### config.mk
export PLATFORM = sky130hd
export DESIGN_NAME = aibcr3_dcc_helper_mc
export DESIGN_NICKNAME = d
export VERILOG_FILES = /design/src/rtl/aibcr3_dcc_pkg.sv /design/src/rtl/aibcr3_dcc_helper_ch.sv /design/src/rtl/aibcr3_dcc_helper_mc.sv
export SDC_FILE = /design/constraint.sdc
export NUM_CORES = 1
export LEC_CHECK = 0
export CAP_MARGIN = 25
export CELL_PAD_IN_SITES_DETAIL_PLACEMENT = 1
export CELL_PAD_IN_SITES_GLOBAL_PLACEMENT = 1
export CORE_MARGIN = 3
export CORE_UTILIZATION = 44
export DETAILED_ROUTE_END_ITERATION = 7
export PLACE_DENSITY_LB_ADDON = 0.1
export SYNTH_ARGS = -nofsm -noshare
export SYNTH_HDL_FRONTEND = slang
export SYNTH_SLANG_ARGS = --single-unit
export TNS_END_PERCENT = 30
### constraint.sdc
create_clock -name clk -period 3 [get_ports clk]
set_clock_uncertainty 0.15 [all_clocks]
set_input_delay 0.45 -clock clk [delete_from_list [all_inputs] [get_ports clk]]
set_output_delay 0.45 -clock clk [all_outputs]
set_load 0.005 [all_outputs]
### src/rtl/aibcr3_dcc_pkg.sv
// Shared definitions for the DCC helper-clock block.
//   meas_state_e : measurement FSM states (IDLE/ALIGN/COUNT/DONE)
//   DEF_WIN_LEN  : default measurement window length in clk cycles
//   DEF_ARM_CNT  : default launch rises needed before a channel arms
//   ch_sel_w()   : channel-select width for a given channel count
package aibcr3_dcc_pkg;

  typedef enum logic [1:0] {
    ST_IDLE  = 2'd0,
    ST_ALIGN = 2'd1,
    ST_COUNT = 2'd2,
    ST_DONE  = 2'd3
  } meas_state_e;

  localparam int DEF_WIN_LEN = 512;
  localparam int DEF_ARM_CNT = 4;

  // A single channel still needs a one-bit select.
  function automatic int ch_sel_w(input int num_ch);
    return (num_ch > 1) ? $clog2(num_ch) : 1;
  endfunction

endpackage

### src/rtl/aibcr3_dcc_helper_ch.sv
// One helper-clock channel: strobe edge detect, arm counter, helper
// toggle flop and the bypass output mux.
//   clk, rst        : block clock, async active-high reset
//   launch, measure : level strobes; their rising edges drive the toggle
//   dcc_byp,clk_dcd : bypass select and bypass clock
//   ckout           : dcc_byp ? clk_dcd : tog
//   tog             : helper clock (used by the shared measurement FSM)
//   ch_armed        : set once ARM_CNT launch rises have been seen
module aibcr3_dcc_helper_ch
  import aibcr3_dcc_pkg::*;
#(
  parameter int ARM_CNT = DEF_ARM_CNT
) (
  input  logic clk,
  input  logic rst,
  input  logic launch,
  input  logic measure,
  input  logic dcc_byp,
  input  logic clk_dcd,
  output logic ckout,
  output logic tog,
  output logic ch_armed
);

  localparam int ARM_W = $clog2(ARM_CNT + 1);

  logic             launch_r;
  logic             measure_r;
  logic [ARM_W-1:0] arm_cnt_r;
  logic             armed_r;
  logic             tog_r;
  logic             launch_rise_s;
  logic             measure_rise_s;
  logic             tog_nxt_s;

  assign launch_rise_s  = launch & ~launch_r;
  assign measure_rise_s = measure & ~measure_r;

  // Next helper level; only the edge matching the current level can act,
  // so a simultaneous launch+measure rise never double-toggles.
  always_comb begin
    tog_nxt_s = tog_r;
    if (!armed_r) begin
      tog_nxt_s = 1'b0;
    end else if (!tog_r && launch_rise_s) begin
      tog_nxt_s = 1'b1;
    end else if (tog_r && measure_rise_s) begin
      tog_nxt_s = 1'b0;
    end else begin
      tog_nxt_s = tog_r;
    end
  end

  // Strobe history, saturating arm counter, armed flag and helper flop.
  // armed_r is read before its update, so the arming rise cannot set tog.
  always_ff @(posedge clk or posedge rst) begin
    if (rst) begin
      launch_r  <= 1'b0;
      measure_r <= 1'b0;
      arm_cnt_r <= {ARM_W{1'b0}};
      armed_r   <= 1'b0;
      tog_r     <= 1'b0;
    end else begin
      launch_r  <= launch;
      measure_r <= measure;
      if (launch_rise_s && (arm_cnt_r != ARM_W'(ARM_CNT))) begin
        arm_cnt_r <= arm_cnt_r + ARM_W'(1);
      end
      if (launch_rise_s && (arm_cnt_r == ARM_W'(ARM_CNT - 1))) begin
        armed_r <= 1'b1;
      end
      tog_r <= tog_nxt_s;
    end
  end

  assign ckout    = dcc_byp ? clk_dcd : tog_r;
  assign tog      = tog_r;
  assign ch_armed = armed_r;

endmodule

### src/rtl/aibcr3_dcc_helper_mc.sv
// Multi-channel DCC helper-clock generator with duty measurement.
//   clk, rst           : block clock, async active-high reset
//   launch, measure    : per-channel strobes (level, clk-synchronous)
//   dcc_byp, clk_dcd   : per-channel bypass select / bypass clock
//   ckout, ch_armed    : per-channel output clock and armed flag
//   meas_start,meas_ch : start request and channel to measure
//   meas_busy          : measurement in progress (ALIGN/COUNT/DONE)
//   meas_done          : one-cycle result strobe
//   meas_hi_cnt        : helper-high cycles over the WIN_LEN window
//   meas_err           : bad/unarmed channel or alignment timeout
module aibcr3_dcc_helper_mc
  import aibcr3_dcc_pkg::*;
#(
  parameter int NUM_CH  = 4,
  parameter int ARM_CNT = DEF_ARM_CNT,
  parameter int WIN_LEN = DEF_WIN_LEN,
  parameter int CNT_W   = 10,
  parameter int CH_W    = ch_sel_w(NUM_CH)
) (
  input  logic              clk,
  input  logic              rst,
  input  logic [NUM_CH-1:0] launch,
  input  logic [NUM_CH-1:0] measure,
  input  logic [NUM_CH-1:0] dcc_byp,
  input  logic [NUM_CH-1:0] clk_dcd,
  output logic [NUM_CH-1:0] ckout,
  output logic [NUM_CH-1:0] ch_armed,
  input  logic              meas_start,
  input  logic [CH_W-1:0]   meas_ch,
  output logic              meas_busy,
  output logic              meas_done,
  output logic [CNT_W-1:0]  meas_hi_cnt,
  output logic              meas_err
);

  localparam int SEL_N = 2 ** CH_W;
  localparam logic [CNT_W-1:0] WIN_LAST = CNT_W'(WIN_LEN - 1);

  logic [NUM_CH-1:0] tog_s;
  logic [SEL_N-1:0]  tog_pad_s;
  logic [SEL_N-1:0]  armed_pad_s;
  meas_state_e       state_r;
  meas_state_e       state_nxt_s;
  logic [CH_W-1:0]   sel_r;
  logic [CNT_W-1:0]  win_cnt_r;
  logic [CNT_W-1:0]  hi_acc_r;
  logic [CNT_W-1:0]  hi_nxt_s;
  logic              tog_prev_r;
  logic              sel_tog_s;
  logic              start_ok_s;
  logic              align_hit_s;

  for (genvar gi = 0; gi < NUM_CH; gi++) begin : g_ch
    aibcr3_dcc_helper_ch #(.ARM_CNT(ARM_CNT)) u_ch (
      .clk      (clk),
      .rst      (rst),
      .launch   (launch[gi]),
      .measure  (measure[gi]),
      .dcc_byp  (dcc_byp[gi]),
      .clk_dcd  (clk_dcd[gi]),
      .ckout    (ckout[gi]),
      .tog      (tog_s[gi]),
      .ch_armed (ch_armed[gi])
    );
  end

  // Widen per-channel vectors to the full select range; selects beyond
  // NUM_CH read as unarmed, which folds the range check into the arm check.
  always_comb begin
    tog_pad_s   = {SEL_N{1'b0}};
    armed_pad_s = {SEL_N{1'b0}};
    tog_pad_s[NUM_CH-1:0]   = tog_s;
    armed_pad_s[NUM_CH-1:0] = ch_armed;
  end

  assign sel_tog_s   = tog_pad_s[sel_r];
  assign start_ok_s  = armed_pad_s[meas_ch];
  assign align_hit_s = sel_tog_s & ~tog_prev_r;
  assign hi_nxt_s    = hi_acc_r + {{(CNT_W-1){1'b0}}, sel_tog_s};

  // Measurement FSM next-state.
  always_comb begin
    state_nxt_s = state_r;
    case (state_r)
      ST_IDLE: begin
        if (meas_start) begin
          state_nxt_s = start_ok_s ? ST_ALIGN : ST_DONE;
        end else begin
          state_nxt_s = ST_IDLE;
        end
      end
      ST_ALIGN: begin
        if (align_hit_s) begin
          state_nxt_s = ST_COUNT;
        end else if (win_cnt_r == WIN_LAST) begin
          state_nxt_s = ST_DONE;
        end else begin
          state_nxt_s = ST_ALIGN;
        end
      end
      ST_COUNT: begin
        if (win_cnt_r == WIN_LAST) begin
          state_nxt_s = ST_DONE;
        end else begin
          state_nxt_s = ST_COUNT;
        end
      end
      ST_DONE: state_nxt_s = ST_IDLE;
      default: state_nxt_s = ST_IDLE;
    endcase
  end

  // State register, window/high counters and registered result outputs.
  // win_cnt_r doubles as the ALIGN timeout counter.
  always_ff @(posedge clk or posedge rst) begin
    if (rst) begin
      state_r     <= ST_IDLE;
      sel_r       <= {CH_W{1'b0}};
      win_cnt_r   <= {CNT_W{1'b0}};
      hi_acc_r    <= {CNT_W{1'b0}};
      tog_prev_r  <= 1'b0;
      meas_busy   <= 1'b0;
      meas_done   <= 1'b0;
      meas_hi_cnt <= {CNT_W{1'b0}};
      meas_err    <= 1'b0;
    end else begin
      state_r   <= state_nxt_s;
      meas_busy <= (state_nxt_s != ST_IDLE);
      meas_done <= (state_nxt_s == ST_DONE);
      case (state_r)
        ST_IDLE: begin
          if (meas_start) begin
            sel_r      <= meas_ch;
            tog_prev_r <= tog_pad_s[meas_ch];
            win_cnt_r  <= {CNT_W{1'b0}};
            hi_acc_r   <= {CNT_W{1'b0}};
            if (!start_ok_s) begin
              meas_hi_cnt <= {CNT_W{1'b0}};
              meas_err    <= 1'b1;
            end
          end
        end
        ST_ALIGN: begin
          tog_prev_r <= sel_tog_s;
          if (align_hit_s) begin
            win_cnt_r <= {CNT_W{1'b0}};
            hi_acc_r  <= {CNT_W{1'b0}};
          end else if (win_cnt_r == WIN_LAST) begin
            meas_hi_cnt <= {CNT_W{1'b0}};
            meas_err    <= 1'b1;
          end else begin
            win_cnt_r <= win_cnt_r + CNT_W'(1);
          end
        end
        ST_COUNT: begin
          win_cnt_r <= win_cnt_r + CNT_W'(1);
          hi_acc_r  <= hi_nxt_s;
          if (win_cnt_r == WIN_LAST) begin
            meas_hi_cnt <= hi_nxt_s;
            meas_err    <= 1'b0;
          end
        end
        ST_DONE: begin
          tog_prev_r <= tog_prev_r;
        end
        default: begin
          tog_prev_r <= 1'b0;
        end
      endcase
    end
  end

endmodule

==> results.md <==
* Status: finished, final reports clean
* Die area at ~9000 µm²
* Synth top area share at 0.480
* Synth-to-layout area growth at 20.4%
* Max-slew violation count at 0
* Depth of the most critical reg-to-reg path at 6
* EDFF count, synth at 0
* Crit path DAT at 2640 ps
* Remaining Overflow, GRT at 0
* Syn Nets at about 370
* Clk buf depth at 2
* Total wire length at approximately 7600 µm
* Vias/cell at 5.39
* Die Y at 94.4 µm
* Most numerous cell in the Yosys netlist: dfrtp_1
* Final hold viol count at 0
* CTS Sinks at 66
* Placed cell count at between 400 and 500
* I/O Buffers at just over 40
* Max_cap viols at 0
* Mux cell area share after synthesis at 0.0716
* Share of layout cells above drive strength 1 at 0.139
* Multi-input gate area at between 1500 and 2000 µm²
* # setup viols final at 0
* Clk pwr share at 0.226
* DRT Pass-1 Iters at 4
* Slew margin rel. at 0.688
* Hold crit path type: in -> async
* TNS Setup at 0 ps
* GRT Util Overall at 0.191
* Sequential share of power at 0.375
* Clock slew seen by the registers of the worst setup and hold paths at 70 ps
* Crit Path Class: reg -> reg
* Antenna violations before repair at 0
* Peak VDD IR at 0.413 mV
* Clock latency on the worst-skew pair at 340 ps
* Root buf cell: clkbuf_8
* Seq cells post-synth at 66
* Placer Congestion at ~0.76
* Hold buffers post-CTS at 0
* Post-synthesis adder-cell area fraction at 0.0691
* Sequential share of the synthesized area at 0.480
* Pwr dens at between 800 and 900 nW/µm²
* Synth top cells by count: dfrtp_1 (66), nand2_1 (32), inv_1 (26), o21ai_0 (26), ha_1 (19)
* Drc violations at 0
* Cts bufs inserted at 9
* Critical R2R Capture: win_cnt_r[1]
* Die W at ~94 µm
* Synth Warn # at 0
* Min Tclk post-route at approximately 2600 ps
* Most used DFF post-synth: dfrtp_1
* Post-CTS sizing at 0
* Mapped Area at 3440 µm²
* Fill count at ~820
* Htree depth at 3
* Final net count at about 400
* Switching share of power at 0.369
* Syn Area/Cell at ~11 µm²
* Asr flop ratio synth at 1.00
* Core ar. at 7410 µm²
* Synth Area in Simple Gates at 0.137
* Register area at ~1700 µm²
* Flop2flop setup slack at ~420 ps
* Site Rows at 31
* Combinational share of power at 0.399
* Complex-gate fraction of the synthesized area at 0.159
* Largest net degree at the start of global routing at 67
* Worst setup EP type: flop
* Total chip power at roughly 3.4 mW
* Post-CTS setup buffer count at 0
* RSZ-0062 raised after global routing: false
* First-pass GRT wire length at approximately 13000 µm
* Distinct cells, synth at 46
* IO Count at between 40 and 50
* Hpwl dp at 5500 µm
* CTS tree: built
* RR Startpoint: win_cnt_r[0]
* Net Sw Power at 1.26 mW
* Crit-path max FO at 10
* FMAX at about 390 MHz
* Fin cells at around 470
* CP startpoint kind: flop
* Yosys top cell by area: dfrtp_1
* DRT antenna net count at 0
* Post-layout util at 0.559
* Iteration-0 DRC Markers at 76
* Period Utilization, post-route at 0.861
* WL per Instance at between 15 and 20 µm
* Largest family of logic cells by synthesized area: compound AO/OA/AOI/OAI gates
* Post-Synth XOR/XNOR Area at 0.0255
* Number of global-route vias before repair at about 2.8k
* DR vias at 2555
* Slew @ Worst Pin at 468 ps
* Ranking of synthesized cells by area: dfrtp_1 (48%), ha_1 (6.9%), o21ai_0 (3.8%)
* Post-synthesis cell count at roughly 330
* WP data required at 3050 ps
* P_int at 2.15 mW
* Initial Util at 0.464
* Leakage at 1.79 nW
* # diodes at 0
-- power by group through the flow --
stage	sequential [mW]	combinational [mW]	clock, mW
after floorplan	1.24	0.984	0
after global placement	1.28	1.31	0
after detailed placement	1.30	1.37	0
after CTS	1.28	1.39	0.794
after global routing	1.31	1.55	0.831
final	1.28	1.36	0.770
-- worst max-delay path: stages, from the launching register on --
cell and delay, ps:
dfrtp_1 410, ha_1 230, nand4_2 170, or4_4 630, o21ai_4 300, nand2b_1 400, o21ai_0 160
-- stage by stage --
| stage | area (µm²) | hold slack [ps] | setup slack (ps) |
|---|---|---|---|
| 2_1_floorplan | 3440 | 316 | 731 |
| 3_3_place_gp | 3940 | 338 | 262 |
| 3_5_place_dp | 3940 | 347 | 193 |
| 4_1_cts | 4140 | 367 | 403 |
| 5_1_grt | 4140 | 379 | 212 |
| 6_report | 4140 | 345 | 416 |
-- cell usage in the layout (no fill, tap or decap), drive strengths merged, types with 4 or more instances in the layout --
master / count
nand2b: 8
dfrtp: 66
clkdlybuf4s50: 41
mux2: 13
o311ai: 5
nand3: 16
ha: 19
nand2: 32
o221ai: 4
xnor2: 8
a21o: 4
nor2: 11
buf: 7
clkbuf: 12
mux2i: 4
a31oi: 4
nor2b: 5
or3: 4
and2: 6
o31ai: 5
o21ai: 28
o221a: 4
inv: 26
a21oi: 10
-- sequential cells by signal, indices dropped and copies added (netlist names), 2 cells and up --
name and flops:
g_ch.u_ch.arm_cnt_r 12, hi_acc_r 10, meas_hi_cnt 10, win_cnt_r 10, g_ch.u_ch.ch_armed 4, g_ch.u_ch.launch_r 4
g_ch.u_ch.measure_r 4, g_ch.u_ch.tog 4, sel_r 2, state_r 2
-- layer usage --
| metal | global-route usage | vias to the layer above | part of all wire |
|---|---|---|---|
| li1 | - | 1239 | - |
| met1 | 0.239 | 1270 | 0.45 |
| met2 | 0.316 | 42 | 0.49 |
| met3 | 0.0606 | 4 | 0.045 |
| met4 | 0.0626 | 0 | 0.011 |
| met5 | 0 | - | 0 |
-- kinds of logic after synthesis --
| kind of cell | Yosys count |
|---|---|
| flops | 66 |
| buf+inv | 42 |
| mux | 19 |
| xor+xnor | 10 |
| compound gates | 77 |
| simple gates | 94 |
| fa+ha+maj | 19 |
-- cell type report --
| cell class | instances | share of cell area |
|---|---|---|
| clock buffers | 12 | 0.0374 |
| clock inverters | 4 | 0.0121 |
| inverters | 26 | 0.0236 |
| multi-input cells | 219 | 0.384 |
| flip-flops and latches | 66 | 0.399 |
| well taps | 99 | 0.0299 |
| repair buffers | 48 | 0.115 |
-- how the worst max path moves through the flow --
stage | startpoint | endpoint | slack, ps | depth (start not counted)
after floorplan | win_cnt_r[0] | meas_hi_cnt[0] | 730 | 7
after global placement | meas_ch[0] | meas_hi_cnt[1] | 260 | 6
after detailed placement | meas_ch[0] | meas_hi_cnt[7] | 190 | 7
after CTS | win_cnt_r[0] | win_cnt_r[2] | 400 | 6
after global routing | win_cnt_r[0] | win_cnt_r[1] | 210 | 6
final | win_cnt_r[0] | win_cnt_r[1] | 420 | 6
Note: power is estimated with default switching activity, not from simulation.
